**src/rtl/qracc_sram_arbiter_if.sv**
```systemverilog
// SRAM-side request/response bundle shared by the arbiter and the SRAM.
//   master modport (arbiter): drives the request channel (valid, wr, addr,
//                             wr_data) and receives ready plus read-return.
//   slave modport  (SRAM)   : the mirror image.
// Parameters: AW = row address width, DW = word width.
interface qracc_sram_arbiter_if #(
  parameter int AW = 7,
  parameter int DW = 32
);
  logic          sram_rq_valid_o;
  logic          sram_rq_wr_o;
  logic [AW-1:0] sram_addr_o;
  logic [DW-1:0] sram_wr_data_o;
  logic          sram_rq_ready_i;
  logic          sram_rd_valid_i;
  logic [DW-1:0] sram_rd_data_i;

  modport master (
    output sram_rq_valid_o, sram_rq_wr_o, sram_addr_o, sram_wr_data_o,
    input  sram_rq_ready_i, sram_rd_valid_i, sram_rd_data_i
  );

  modport slave (
    input  sram_rq_valid_o, sram_rq_wr_o, sram_addr_o, sram_wr_data_o,
    output sram_rq_ready_i, sram_rd_valid_i, sram_rd_data_i
  );
endinterface

```
**src/rtl/qracc_sram_arbiter.sv**
```systemverilog
// Two-requester round-robin arbiter in front of a single-ported SRAM.
// Requester 0 is the host/config path, requester 1 the weight/feature loader.
// Ports:
//   clk, nrst                 : clock, asynchronous active-low reset
//   mK_rq_valid_i/wr_i/addr_i/wr_data_i : request from requester K
//   mK_rq_ready_o             : request accepted this cycle (IDLE only)
//   mK_rd_valid_o/rd_data_o   : one-cycle read-return pulse, data held after
//   sram_itf                  : SRAM request/response channel (master side)
//   conflict_count_o          : saturating count of IDLE cycles with both
//                               requesters valid
module qracc_sram_arbiter #(
  parameter int numRows = 128,
  parameter int numCols = 32,
  localparam int AW = $clog2(numRows)
) (
  input  logic               clk,
  input  logic               nrst,
  input  logic               m0_rq_valid_i,
  input  logic               m0_rq_wr_i,
  input  logic [AW-1:0]      m0_addr_i,
  input  logic [numCols-1:0] m0_wr_data_i,
  output logic               m0_rq_ready_o,
  output logic               m0_rd_valid_o,
  output logic [numCols-1:0] m0_rd_data_o,
  input  logic               m1_rq_valid_i,
  input  logic               m1_rq_wr_i,
  input  logic [AW-1:0]      m1_addr_i,
  input  logic [numCols-1:0] m1_wr_data_i,
  output logic               m1_rq_ready_o,
  output logic               m1_rd_valid_o,
  output logic [numCols-1:0] m1_rd_data_o,
  qracc_sram_arbiter_if.master sram_itf,
  output logic [15:0]        conflict_count_o
);

  typedef enum logic [1:0] {
    IDLE    = 2'd0,
    ISSUE   = 2'd1,
    WAIT_RD = 2'd2
  } state_t;

  state_t             state_r;
  logic               last_grant_r;
  logic               owner_r;
  logic               cap_wr_r;
  logic [AW-1:0]      cap_addr_r;
  logic [numCols-1:0] cap_data_r;
  logic               sram_valid_r;
  logic               m0_rd_valid_r;
  logic               m1_rd_valid_r;
  logic [numCols-1:0] m0_rd_data_r;
  logic [numCols-1:0] m1_rd_data_r;
  logic [15:0]        conflict_r;

  logic               both_s;
  logic               grant0_s;
  logic               grant1_s;

  // Grant decode: round-robin on a tie, favouring the requester not granted
  // last. Held low during reset so every output reads 0 while nrst=0.
  always_comb begin
    grant0_s = 1'b0;
    grant1_s = 1'b0;
    both_s   = m0_rq_valid_i & m1_rq_valid_i;
    if ((state_r == IDLE) && nrst) begin
      if (both_s) begin
        grant0_s = last_grant_r;
        grant1_s = ~last_grant_r;
      end else begin
        grant0_s = m0_rq_valid_i;
        grant1_s = m1_rq_valid_i;
      end
    end else begin
      grant0_s = 1'b0;
      grant1_s = 1'b0;
    end
  end

  // Main FSM: capture on grant, present to SRAM until accepted, route read data.
  always_ff @(posedge clk or negedge nrst) begin
    if (!nrst) begin
      state_r       <= IDLE;
      last_grant_r  <= 1'b1;
      owner_r       <= 1'b0;
      cap_wr_r      <= 1'b0;
      cap_addr_r    <= '0;
      cap_data_r    <= '0;
      sram_valid_r  <= 1'b0;
      m0_rd_valid_r <= 1'b0;
      m1_rd_valid_r <= 1'b0;
      m0_rd_data_r  <= '0;
      m1_rd_data_r  <= '0;
      conflict_r    <= 16'd0;
    end else begin
      // Read-valid outputs are single-cycle pulses.
      m0_rd_valid_r <= 1'b0;
      m1_rd_valid_r <= 1'b0;
      case (state_r)
        IDLE: begin
          if (both_s && (conflict_r != 16'hFFFF)) begin
            conflict_r <= conflict_r + 16'd1;
          end
          if (grant0_s || grant1_s) begin
            owner_r      <= grant1_s;
            last_grant_r <= grant1_s;
            cap_wr_r     <= grant1_s ? m1_rq_wr_i   : m0_rq_wr_i;
            cap_addr_r   <= grant1_s ? m1_addr_i    : m0_addr_i;
            cap_data_r   <= grant1_s ? m1_wr_data_i : m0_wr_data_i;
            sram_valid_r <= 1'b1;
            state_r      <= ISSUE;
          end
        end
        ISSUE: begin
          if (sram_itf.sram_rq_ready_i) begin
            sram_valid_r <= 1'b0;
            state_r      <= cap_wr_r ? IDLE : WAIT_RD;
          end
        end
        WAIT_RD: begin
          if (sram_itf.sram_rd_valid_i) begin
            if (owner_r) begin
              m1_rd_data_r  <= sram_itf.sram_rd_data_i;
              m1_rd_valid_r <= 1'b1;
            end else begin
              m0_rd_data_r  <= sram_itf.sram_rd_data_i;
              m0_rd_valid_r <= 1'b1;
            end
            state_r <= IDLE;
          end
        end
        default: begin
          sram_valid_r <= 1'b0;
          state_r      <= IDLE;
        end
      endcase
    end
  end

  assign m0_rq_ready_o            = grant0_s;
  assign m1_rq_ready_o            = grant1_s;
  assign m0_rd_valid_o            = m0_rd_valid_r;
  assign m1_rd_valid_o            = m1_rd_valid_r;
  assign m0_rd_data_o             = m0_rd_data_r;
  assign m1_rd_data_o             = m1_rd_data_r;
  assign conflict_count_o         = conflict_r;
  assign sram_itf.sram_rq_valid_o = sram_valid_r;
  assign sram_itf.sram_rq_wr_o    = cap_wr_r;
  assign sram_itf.sram_addr_o     = cap_addr_r;
  assign sram_itf.sram_wr_data_o  = cap_data_r;

endmodule
```
**src/flat_wrapper.sv**
```systemverilog
// flat-port wrapper written by rule: the top's interface ports become plain ports
module qracc_sram_arbiter_flat 
#(
  parameter int numRows = 128,
  parameter int numCols = 32,
  localparam int AW = $clog2(numRows)
)
  (clk, nrst, m0_rq_valid_i, m0_rq_wr_i, m0_addr_i, m0_wr_data_i, m0_rq_ready_o, m0_rd_valid_o, m0_rd_data_o, m1_rq_valid_i, m1_rq_wr_i, m1_addr_i, m1_wr_data_i, m1_rq_ready_o, m1_rd_valid_o, m1_rd_data_o, conflict_count_o, sram_itf_sram_rq_valid_o, sram_itf_sram_rq_wr_o, sram_itf_sram_addr_o, sram_itf_sram_wr_data_o, sram_itf_sram_rq_ready_i, sram_itf_sram_rd_valid_i, sram_itf_sram_rd_data_i);
  qracc_sram_arbiter_if sram_itf_i ();
  input  logic clk;
  input  logic nrst;
  input  logic m0_rq_valid_i;
  input  logic m0_rq_wr_i;
  input  logic [AW-1:0] m0_addr_i;
  input  logic [numCols-1:0] m0_wr_data_i;
  output logic m0_rq_ready_o;
  output logic m0_rd_valid_o;
  output logic [numCols-1:0] m0_rd_data_o;
  input  logic m1_rq_valid_i;
  input  logic m1_rq_wr_i;
  input  logic [AW-1:0] m1_addr_i;
  input  logic [numCols-1:0] m1_wr_data_i;
  output logic m1_rq_ready_o;
  output logic m1_rd_valid_o;
  output logic [numCols-1:0] m1_rd_data_o;
  output logic [15:0] conflict_count_o;
  output wire logic [$bits(sram_itf_i.sram_rq_valid_o)-1:0] sram_itf_sram_rq_valid_o;
  output wire logic [$bits(sram_itf_i.sram_rq_wr_o)-1:0] sram_itf_sram_rq_wr_o;
  output wire logic [$bits(sram_itf_i.sram_addr_o)-1:0] sram_itf_sram_addr_o;
  output wire logic [$bits(sram_itf_i.sram_wr_data_o)-1:0] sram_itf_sram_wr_data_o;
  input wire logic [$bits(sram_itf_i.sram_rq_ready_i)-1:0] sram_itf_sram_rq_ready_i;
  input wire logic [$bits(sram_itf_i.sram_rd_valid_i)-1:0] sram_itf_sram_rd_valid_i;
  input wire logic [$bits(sram_itf_i.sram_rd_data_i)-1:0] sram_itf_sram_rd_data_i;
  assign sram_itf_sram_rq_valid_o = sram_itf_i.sram_rq_valid_o;
  assign sram_itf_sram_rq_wr_o = sram_itf_i.sram_rq_wr_o;
  assign sram_itf_sram_addr_o = sram_itf_i.sram_addr_o;
  assign sram_itf_sram_wr_data_o = sram_itf_i.sram_wr_data_o;
  assign sram_itf_i.sram_rq_ready_i = sram_itf_sram_rq_ready_i;
  assign sram_itf_i.sram_rd_valid_i = sram_itf_sram_rd_valid_i;
  assign sram_itf_i.sram_rd_data_i = sram_itf_sram_rd_data_i;
  qracc_sram_arbiter #(.numRows(numRows), .numCols(numCols)) u_core (.clk(clk), .nrst(nrst), .m0_rq_valid_i(m0_rq_valid_i), .m0_rq_wr_i(m0_rq_wr_i), .m0_addr_i(m0_addr_i), .m0_wr_data_i(m0_wr_data_i), .m0_rq_ready_o(m0_rq_ready_o), .m0_rd_valid_o(m0_rd_valid_o), .m0_rd_data_o(m0_rd_data_o), .m1_rq_valid_i(m1_rq_valid_i), .m1_rq_wr_i(m1_rq_wr_i), .m1_addr_i(m1_addr_i), .m1_wr_data_i(m1_wr_data_i), .m1_rq_ready_o(m1_rq_ready_o), .m1_rd_valid_o(m1_rd_valid_o), .m1_rd_data_o(m1_rd_data_o), .sram_itf(sram_itf_i), .conflict_count_o(conflict_count_o));
endmodule
```
**config.mk**
```make
export PLATFORM = sky130hd
export DESIGN_NAME = qracc_sram_arbiter_flat
export DESIGN_NICKNAME = d
export VERILOG_FILES = /design/src/rtl/qracc_sram_arbiter_if.sv /design/src/rtl/qracc_sram_arbiter.sv /design/src/flat_wrapper.sv
export SDC_FILE = /design/constraint.sdc
export NUM_CORES = 1
export LEC_CHECK = 0
export CORE_MARGIN = 5
export CORE_UTILIZATION = 45
export DETAILED_ROUTE_END_ITERATION = 12
export HOLD_SLACK_MARGIN = 0.12
export PLACE_DENSITY = 0.93
export SKIP_CTS_REPAIR_TIMING = 1
export SLEW_MARGIN = 25
export SYNTH_ARGS = -nofsm -noshare
export SYNTH_HDL_FRONTEND = slang
export SYNTH_SLANG_ARGS = --single-unit
```
**constraint.sdc**
```tcl
create_clock -name clk -period 3.9 [get_ports clk]
set_input_delay 0.975 -clock clk [delete_from_list [all_inputs] [get_ports clk]]
set_output_delay 0.975 -clock clk [all_outputs]
set_load 0.005 [all_outputs]
```
==> qor.yml, run 1 <==
clockBufferDepth: 2
critPathCaptureType: "output port"
pre_cts_ws_ns: 0.648
p_per_area_nw_per_um2: 722
syn-num-nets: 537
drtAntennaViolNets: 0
leakagePower_uw: 0.00387
finalCritPeriodShare_pct: 83.3
die_w_microns: 119
portBuffers: 242
rsz0062_at_grt: "false"
ios: 243
status: "complete, no violations"
crit_type: "in2out"
dr_wl_met3_microns: 1220
worstSetupStartpointType: "primary input"
areaGrowthSynthToFinish_pct: 59.0
fmax_mhz: 308
netlist_area_sq_um: 5330
remaining_drc_errors: 0
finalPower_uw: 6120
grtUsageTotal_pct: 21.6
top_layer_used: "met4"
yosysSeqAreaShare_pct: 59.6
arrival_ns: 2.28
hold_ws_ns: 0.482
wl_per_cell_microns: 18.2
drt_iter0_drc: 169
core_area_sq_um: 11500
synth.avg_cell_area_sq_um: 12.8
vias: 4167
cts_tree: "built"
final_area_sq_um: 8480
min_path_type: "reg2reg"
fin_skew_ns: 0.00858
required_ns: 2.92
viasPerCell: 5.09
cts_buffers: 17
slew_viol_final: 0
h-tree-depth: 4
diodes: 0
fin_setup_tns_ns: 0
grt_pass1_wl_microns: 23900
most-common-layout-cells: "clkdlybuf4s50_1, dfrtp_1, mux2_2"
gp_congestion: 0.799
maxCapViolCount: 0
report.final.hold_viol_count: 0
final_nets: 781
gr-total-overflow: 0
met1_length_microns: 5250
dr_wl_met2_microns: 8100
slew_headroom_pct: 42.5
routed_wirelength_microns: 14900
synthCells: 418
cts.sinks: 127
initial_core_util_pct: 46.3
reg2reg_slack_ns: 1.78
fin_ws_ns: 0.649
ir_drop_mv: 0.416
final_common_cell: "clkdlybuf4s50_1"
fillers: 760
cts.root.buffer_cell: "clkbuf_16"
worst_pin_slew_ns: 0.862
dp_hpwl_microns: 11000
clock_latency_ns: 0.41
dieArea_sq_um: 14100
period_needed_ns: 3.25
grt_antenna_before_repair: 0
ys_warn_count: 0
die_h_microns: 119
drive_gt1_share_pct: 16.9
setup_viol: 0
clk_pin_slew_ns: 0.05
grt_max_degree: 81
dpl_cell_area_sq_um: 7870
ys_ff_latch: 127
dr.pass1.iters: 4
grt_pass1_vias: 4579
ys_types: 36
std_cell_rows: 39
cp_max_fo: 4
## Yosys cell counts, drive strengths merged
| master | count | share of area [%] |
|---|---|---|
| o21bai | 1 | 0.14 |
| dfrtp | 126 | 59 |
| clkbuf | 6 | 0.42 |
| mux2i | 40 | 7.5 |
| nor3 | 2 | 0.28 |
| xnor2 | 5 | 0.82 |
| xor2 | 4 | 0.66 |
| buf | 17 | 1.7 |
| o21a | 2 | 0.28 |
| and3 | 6 | 0.70 |
| dfstp | 1 | 0.49 |
| nand2 | 8 | 0.56 |
| a21o | 2 | 0.28 |
| nor4 | 2 | 0.80 |
| inv | 5 | 0.35 |
| nand2b | 1 | 0.12 |
| nor3b | 2 | 0.38 |
| and2b | 1 | 0.14 |
| mux2 | 66 | 14 |
| or3 | 2 | 0.33 |
| nand4bb | 1 | 0.21 |
| ha | 1 | 0.23 |
| o21ai | 4 | 0.38 |
| nor2 | 48 | 3.4 |
| a21oi | 44 | 4.1 |
| nand3b | 1 | 0.14 |
| nand4 | 7 | 0.94 |
| o31a | 1 | 0.16 |
| nand3 | 9 | 0.84 |
| and4 | 3 | 0.49 |
## worst max-delay path, stage by stage
cell and delay (ns):
clkdlybuf4s50_1 0.47, nand2_1 0.11, nand3_2 0.10, inv_1 0.09
clkdlybuf4s50_1 0.53
## power by group
part | switching (uW) | total (uW) | internal [uW]
clock | 549 | 1600 | 1050
sequential | 358 | 2260 | 1900
combinational | 784 | 2260 | 1480
## metrics by stage
stage          utilization, %  std cells
2_1_floorplan               -        418
3_3_place_gp             68.3        786
3_5_place_dp             68.3        786
4_1_cts                  73.6        818
5_1_grt                  73.6        818
6_report                 73.6        818
## metal layers
| metal | vias up | GRT usage, % |
|---|---|---|
| met5 | - | 0 |
| li1 | 1960 | - |
| met3 | 23 | 8.20 |
| met4 | 0 | 8.11 |
| met1 | 2025 | 22.8 |
| met2 | 159 | 39.0 |
## layout make-up
type / count / area, sq um / area share (%)
clock inverters: 11 / 138 / 1.62
clock buffers: 21 / 470 / 5.55
multi-input cells: 263 / 2030 / 23.9
flip-flops and latches: 127 / 3180 / 37.5
inverters: 5 / 18.8 / 0.221
well taps: 143 / 179 / 2.11
repair buffers: 248 / 2460 / 29.1
## state kept, by name, indices dropped and copies added (netlist names)
signal / cells
u_core.owner_r: 1
u_core.sram_itf.sram_addr_o: 7
u_core.sram_itf.sram_wr_data_o: 32
u_core.last_grant_r: 1
u_core.sram_itf.sram_rq_valid_o: 1
u_core.m0_rd_valid_o: 1
u_core.state_r: 2
u_core.m0_rd_data_o: 32
u_core.m1_rd_valid_o: 1
u_core.m1_rd_data_o: 32
u_core.conflict_count_o: 16
u_core.sram_itf.sram_rq_wr_o: 1
## kinds of logic after synthesis
kind of cell / after synthesis / synth area share [%]
flops: 127 / 59.6
mux: 106 / 21.4
simple gates: 93 / 9.36
compound gates: 54 / 5.37
buf+inv: 28 / 2.49
xor+xnor: 9 / 1.48
fa+ha+maj: 1 / 0.235
## path summary, 6_finish.rpt
check / from / endpoint / cells after the start
setup / recovery: m0_rq_valid_i / m1_rq_ready_o / 5
hold / removal: u_core.sram_itf.sram_rq_valid_o / u_core.sram_itf.sram_rq_valid_o / 1
setup reg to reg: u_core.state_r[1] / u_core.sram_itf.sram_wr_data_o[19] / 5
hold reg to reg: u_core.sram_itf.sram_rq_valid_o / u_core.sram_itf.sram_rq_valid_o / 1
max in group asynchronous: nrst / u_core.m0_rd_data_o[26] / 3
min in group asynchronous: nrst / u_core.conflict_count_o[7] / 2
(Power assumes the default switching activity.)
==> inputs of run 2 (changes only) <==
Settings changed: CORE_UTILIZATION 45 to 42, PLACE_DENSITY 0.93 to 0.88.
Clock period 3.9 ns to 3 ns, I/O delays scaled along.
==> qor.yml, run 2 (synthesized netlist as in run 1, its figures left out) <==
fmax_mhz: 358
remaining_drc_errors: 0  # unchanged
slew_viol_final: 0  # unchanged
ios: 243  # unchanged
drive_gt1_share_pct: 16.9  # +0.025 points
cp-startpoint: "m0_rq_valid_i"
h-tree-depth: 4  # unchanged
met1_length_microns: 5380  # +2.5%
core_area_sq_um: 12500  # +8.7%
cts_buffers: 17  # unchanged
status: "complete, no violations"
grt_max_degree: 74  # -8.6%
vias: 4198  # +0.74%
final_nets: 782  # +0.13%
clockBufferDepth: 2  # unchanged
dr_wl_met2_microns: 7990  # -1.4%
grt_pass1_vias: 4606  # +0.59%
slew_headroom_pct: 40.7  # -1.8 points
worst_pin_slew_ns: 0.890  # +0.0277 ns
fin_setup_tns_ns: 0  # unchanged
dieArea_sq_um: 15100  # +6.5%
portBuffers: 242  # unchanged
crit_type: "in2out"
final_util_pct: 68.0  # -5.6 points
std_cell_rows: 41  # +5.1%
min_path_type: "reg2reg"
diodes: 0  # unchanged
cts.root.buffer_cell: "clkbuf_16"
report.final.hold_viol_count: 0  # unchanged
wl_per_cell_microns: 17.3  # -4.9%
rsz0062_at_grt: "false"
initial_core_util_pct: 42.6  # -3.7 points
gp_congestion: 0.816  # +2.2%
period_needed_ns: 2.79
final_common_cell: "clkdlybuf4s50_1"
top_layer_used: "met4"
ir_drop_mv: 0.472  # +13%
clock_latency_ns: 0.40  # about the same
drtAntennaViolNets: 0  # unchanged
die_h_microns: 123  # +3.2%
grt_antenna_before_repair: 0  # unchanged
viasPerCell: 4.96  # -2.6%
worstRegToRegCells: 5  # unchanged
p_per_area_nw_per_um2: 916  # +27%
fin_skew_ns: 0.00544  # -0.00314 ns
die_w_microns: 123  # +3.2%
dr.pass1.iters: 4  # unchanged
maxCapViolCount: 0  # unchanged
setup_viol: 0  # unchanged
worstSetupStartpointType: "primary input"
r2r-start: "u_core.state_r[1]"
grt_pass1_wl_microns: 23000  # -4.0%
clk_pin_slew_ns: 0.05  # about the same
cts.sinks: 127  # unchanged
holdCritStartpoint: "u_core.sram_itf.sram_rq_valid_o"
leakagePower_uw: 0.00387  # about the same
gr-total-overflow: 0  # unchanged
most-common-layout-cells: "clkdlybuf4s50_1, dfrtp_1, mux2_2"
fillers: 954  # +26%
routed_wirelength_microns: 14600  # -1.6%
reg2reg_to: "u_core.sram_itf.sram_wr_data_o[30]"
whs_endpoint: "u_core.sram_itf.sram_rq_valid_o"
areaGrowthSynthToFinish_pct: 59.7
drt_iter0_drc: 211  # +25%
min_path_cells: 1  # unchanged
reg2reg_slack_ns: 1.06  # -0.72 ns
dr_wl_met3_microns: 1030  # -16%
finalCritPeriodShare_pct: 93.0
cp_max_fo: 4  # unchanged
arrival_ns: 2.04  # -0.24 ns
dp_hpwl_microns: 11300  # +2.4%
required_ns: 2.25  # -0.67 ns
grtUsageTotal_pct: 19.7  # -1.9 points
cts_tree: "built"
critPathCaptureType: "output port"
==> run 2: changes by cell type in the layout (fill, tap and decap cells not counted), moves of 2 or more <==
cell        delta
buf_12         +3
buf_4          -2
bufinv_16      -2
clkbuf_8       +2
clkinvlp_4     -2
==> run 2: cell type report <==
type / count / area (sq um) / area share (%)
repair buffers: 249 / 2510 / 29.5
clock inverters: 6 / 57.6 / 0.676
clock buffers: 24 / 502 / 5.89
flip-flops and latches: 127 / 3180 / 37.3
inverters: 5 / 18.8 / 0.220
multi-input cells: 263 / 2030 / 23.9
well taps: 172 / 215 / 2.53
==> run 2: worst max path at each step <==
stage	to	slack (ns)	cells after the start
floorplan	m1_rq_ready_o	0.73	5
global placement	m1_rq_ready_o	0.25	5
detailed placement	m1_rq_ready_o	0.22	5
CTS	m1_rq_ready_o	0.21	4
global route	m1_rq_ready_o	0.08	4
finish	m1_rq_ready_o	0.21	5
==> run 2: layer usage <==
metal  GRT usage, %  up-vias
li1               -     1961
met1           21.2     2071
met2           35.8      144
met3           6.64       22
met4           6.72        0
met5              0        -
==> run 2: where the power goes <==
part / internal, uW / total, uW / switching (uW)
Sequential: 2470 / 2940 / 461
Combinational: 1930 / 2950 / 1020
Clock: 1230 / 1910 / 679
==> run 2: stage by stage <==
step | total power, uW | worst slack [ns] | instance area [sq um] | hold slack (ns) | std cells
after floorplan | 3890 | 0.731 | 5330 | 0.454 | 418
after global placement | 5790 | 0.245 | 7960 | 0.464 | 816
after detailed placement | 5950 | 0.216 | 7960 | 0.478 | 816
after CTS | 7900 | 0.205 | 8520 | 0.490 | 846
after global routing | 8240 | 0.0796 | 8520 | 0.513 | 846
final | 7800 | 0.209 | 8520 | 0.481 | 846
==> run 2: critical path: stages <==
cell and delay (ns):
clkdlybuf4s50_1 0.47, nand2_1 0.10, nand3_2 0.08, inv_1 0.09
clkdlybuf4s50_1 0.56
==> inputs of run 3 (changes only) <==
==> constraint.sdc (replaced) <==
create_clock -name clk -period 3 [get_ports clk]
set_input_delay 0.3 -clock clk [delete_from_list [all_inputs] [get_ports clk]]
set_output_delay 0.3 -clock clk [all_outputs]
set_load 0.005 [all_outputs]
==> qor.yml, run 3 (synthesized netlist as in run 1, its figures left out) <==
cts_tree: "built"
die_h_microns: 123  # unchanged
fmax_mhz: 409  # +14%
holdCritStartpoint: "u_core.sram_itf.sram_rq_valid_o"
placed_cells: 813  # -0.37%
ios: 243  # unchanged
clock_latency_ns: 0.41  # about the same
viasPerCell: 4.90  # -1.3%
fin_skew_ns: 0.00710  # +0.00166 ns
period_needed_ns: 2.45  # -0.345 ns
p_per_area_nw_per_um2: 944  # +3.1%
std_cell_rows: 41  # unchanged
routed_wirelength_microns: 14500  # -0.62%
h-tree-depth: 4  # unchanged
cts_buffers: 17  # unchanged
gr-total-overflow: 0  # unchanged
drt_iter0_drc: 204  # -3.3%
critPathMaxStageDelay_ns: 0.54  # -0.02 ns
crit_type: "in2out"
dp_hpwl_microns: 10900  # -3.2%
drive_gt1_share_pct: 16.6  # -0.30 points
worst_pin_slew_ns: 0.868  # -0.0216 ns
min_path_type: "reg2reg"
cts.root.buffer_cell: "clkbuf_16"
vias: 4150  # -1.1%
arrival_ns: 2.15  # +0.11 ns
instances_no_fill: 847  # +0.12%
dr.pass1.iters: 4  # unchanged
fillers: 943  # -1.2%
final_util_pct: 68.6  # +0.54 points
core_area_sq_um: 12500  # unchanged
seq_area_sq_um: 3180  # unchanged
setup_viol: 0  # unchanged
multiInputGateArea_sq_um: 2030  # unchanged
most-common-layout-cells: "clkdlybuf4s50_1, dfrtp_1, mux2_2"
cp-startpoint: "nrst"
leakagePower_uw: 0.00389  # +0.65%
cp_max_fo: 4  # unchanged
portBuffers: 242  # unchanged
initial_core_util_pct: 42.6  # unchanged
required_ns: 2.70  # +0.45 ns
die_w_microns: 123  # unchanged
clk_pin_slew_ns: 0.05  # about the same
finalCritPeriodShare_pct: 81.5  # -11 points
grt_max_degree: 82  # +11%
cp.buffers_inverters: 4  # +1
slew_viol_final: 0  # unchanged
hold_ws_ns: 0.490  # +0.00939 ns
crit_chain: "dlygate4sd3_1 -> buf_4 -> nor3b_1 -> nand3_2 -> inv_1 -> clkdlybuf4s50_1"
grt_pass1_wl_microns: 22600  # -1.7%
clockBufferDepth: 2  # unchanged
wl_per_cell_microns: 17.1  # -0.73%
grtUsageTotal_pct: 19.5  # -0.19 points
worstSetupStartpointType: "primary input"
ir_drop_mv: 0.459  # -2.9%
fin_setup_tns_ns: 0  # unchanged
reg2reg_slack_ns: 0.95  # -0.11 ns
report.final.hold_viol_count: 0  # unchanged
cts.sinks: 127  # unchanged
dieArea_sq_um: 15100  # unchanged
maxCapViolCount: 0  # unchanged
final_nets: 780  # -0.26%
gp_congestion: 0.796  # -2.4%
final_common_cell: "clkdlybuf4s50_1"
drtAntennaViolNets: 0  # unchanged
cp_slowest_cell: "clkdlybuf4s50_1"
critPathCaptureType: "output port"
grt_pass1_vias: 4503  # -2.2%
r2r-start: "u_core.state_r[0]"
remaining_drc_errors: 0  # unchanged
rsz0062_at_grt: "false"
slew_headroom_pct: 42.0  # +1.4 points
cp_top_family: "buffers and inverters"
status: "complete, no violations"
areaGrowthSynthToFinish_pct: 61.0
grt_antenna_before_repair: 1  # +1
[run 3: metrics by stage]
stage	area (sq um)	power [uW]	worst slack, ns
detailed placement	7920	5930	0.779
global placement	7920	5790	0.819
finish	8580	8100	0.554
CTS	8570	8200	0.584
floorplan	5330	3890	1.44
global route	8580	8540	0.441
[run 3: report_power, final]
| part | total [uW] | switching, uW | internal, uW |
|---|---|---|---|
| Clock | 2230 | 711 | 1520 |
| Sequential | 2950 | 473 | 2470 |
| Combinational | 2930 | 998 | 1930 |
| Total | 8100 | 2180 | 5920 |
[run 3: routing by layer]
metal / share of wire (%) / track usage, % / routed length, microns
met1: 36 / 20.8 / 5220
met2: 55 / 35.2 / 7980
met3: 7.4 / 7.00 / 1080
met4: 1.7 / 7.07 / 250
met5: 0 / 0 / 0
[run 3: final cells by class]
| cell class | instances | area share [%] |
|---|---|---|
| sequential | 127 | 37.0 |
| timing repair buffer | 247 | 29.0 |
| clock inverter | 10 | 2.11 |
| inverter | 5 | 0.219 |
| clock buffer | 22 | 5.41 |
| multi-input combinational | 263 | 23.7 |
| tap | 172 | 2.51 |
| antenna | 1 | 0.0292 |
[run 3: final timing paths]
| kind | end | cells after the start |
|---|---|---|
| min | u_core.sram_itf.sram_rq_valid_o | 1 |
| max reg2reg | u_core.m1_rd_data_o[15] | 3 |
| max in group asynchronous | u_core.m0_rd_data_o[2] | 4 |
| min reg2reg | u_core.sram_itf.sram_rq_valid_o | 1 |
| min in group asynchronous | u_core.conflict_count_o[12] | 3 |
| max | m1_rq_ready_o | 6 |
[run 3: worst reg2reg max path, delay by kind of cell, from the launching register on]
kind	cells	cell delay (ns)
and+or+nand+nor	2	0.94
muxes	1	0.57
DFF	1	0.42
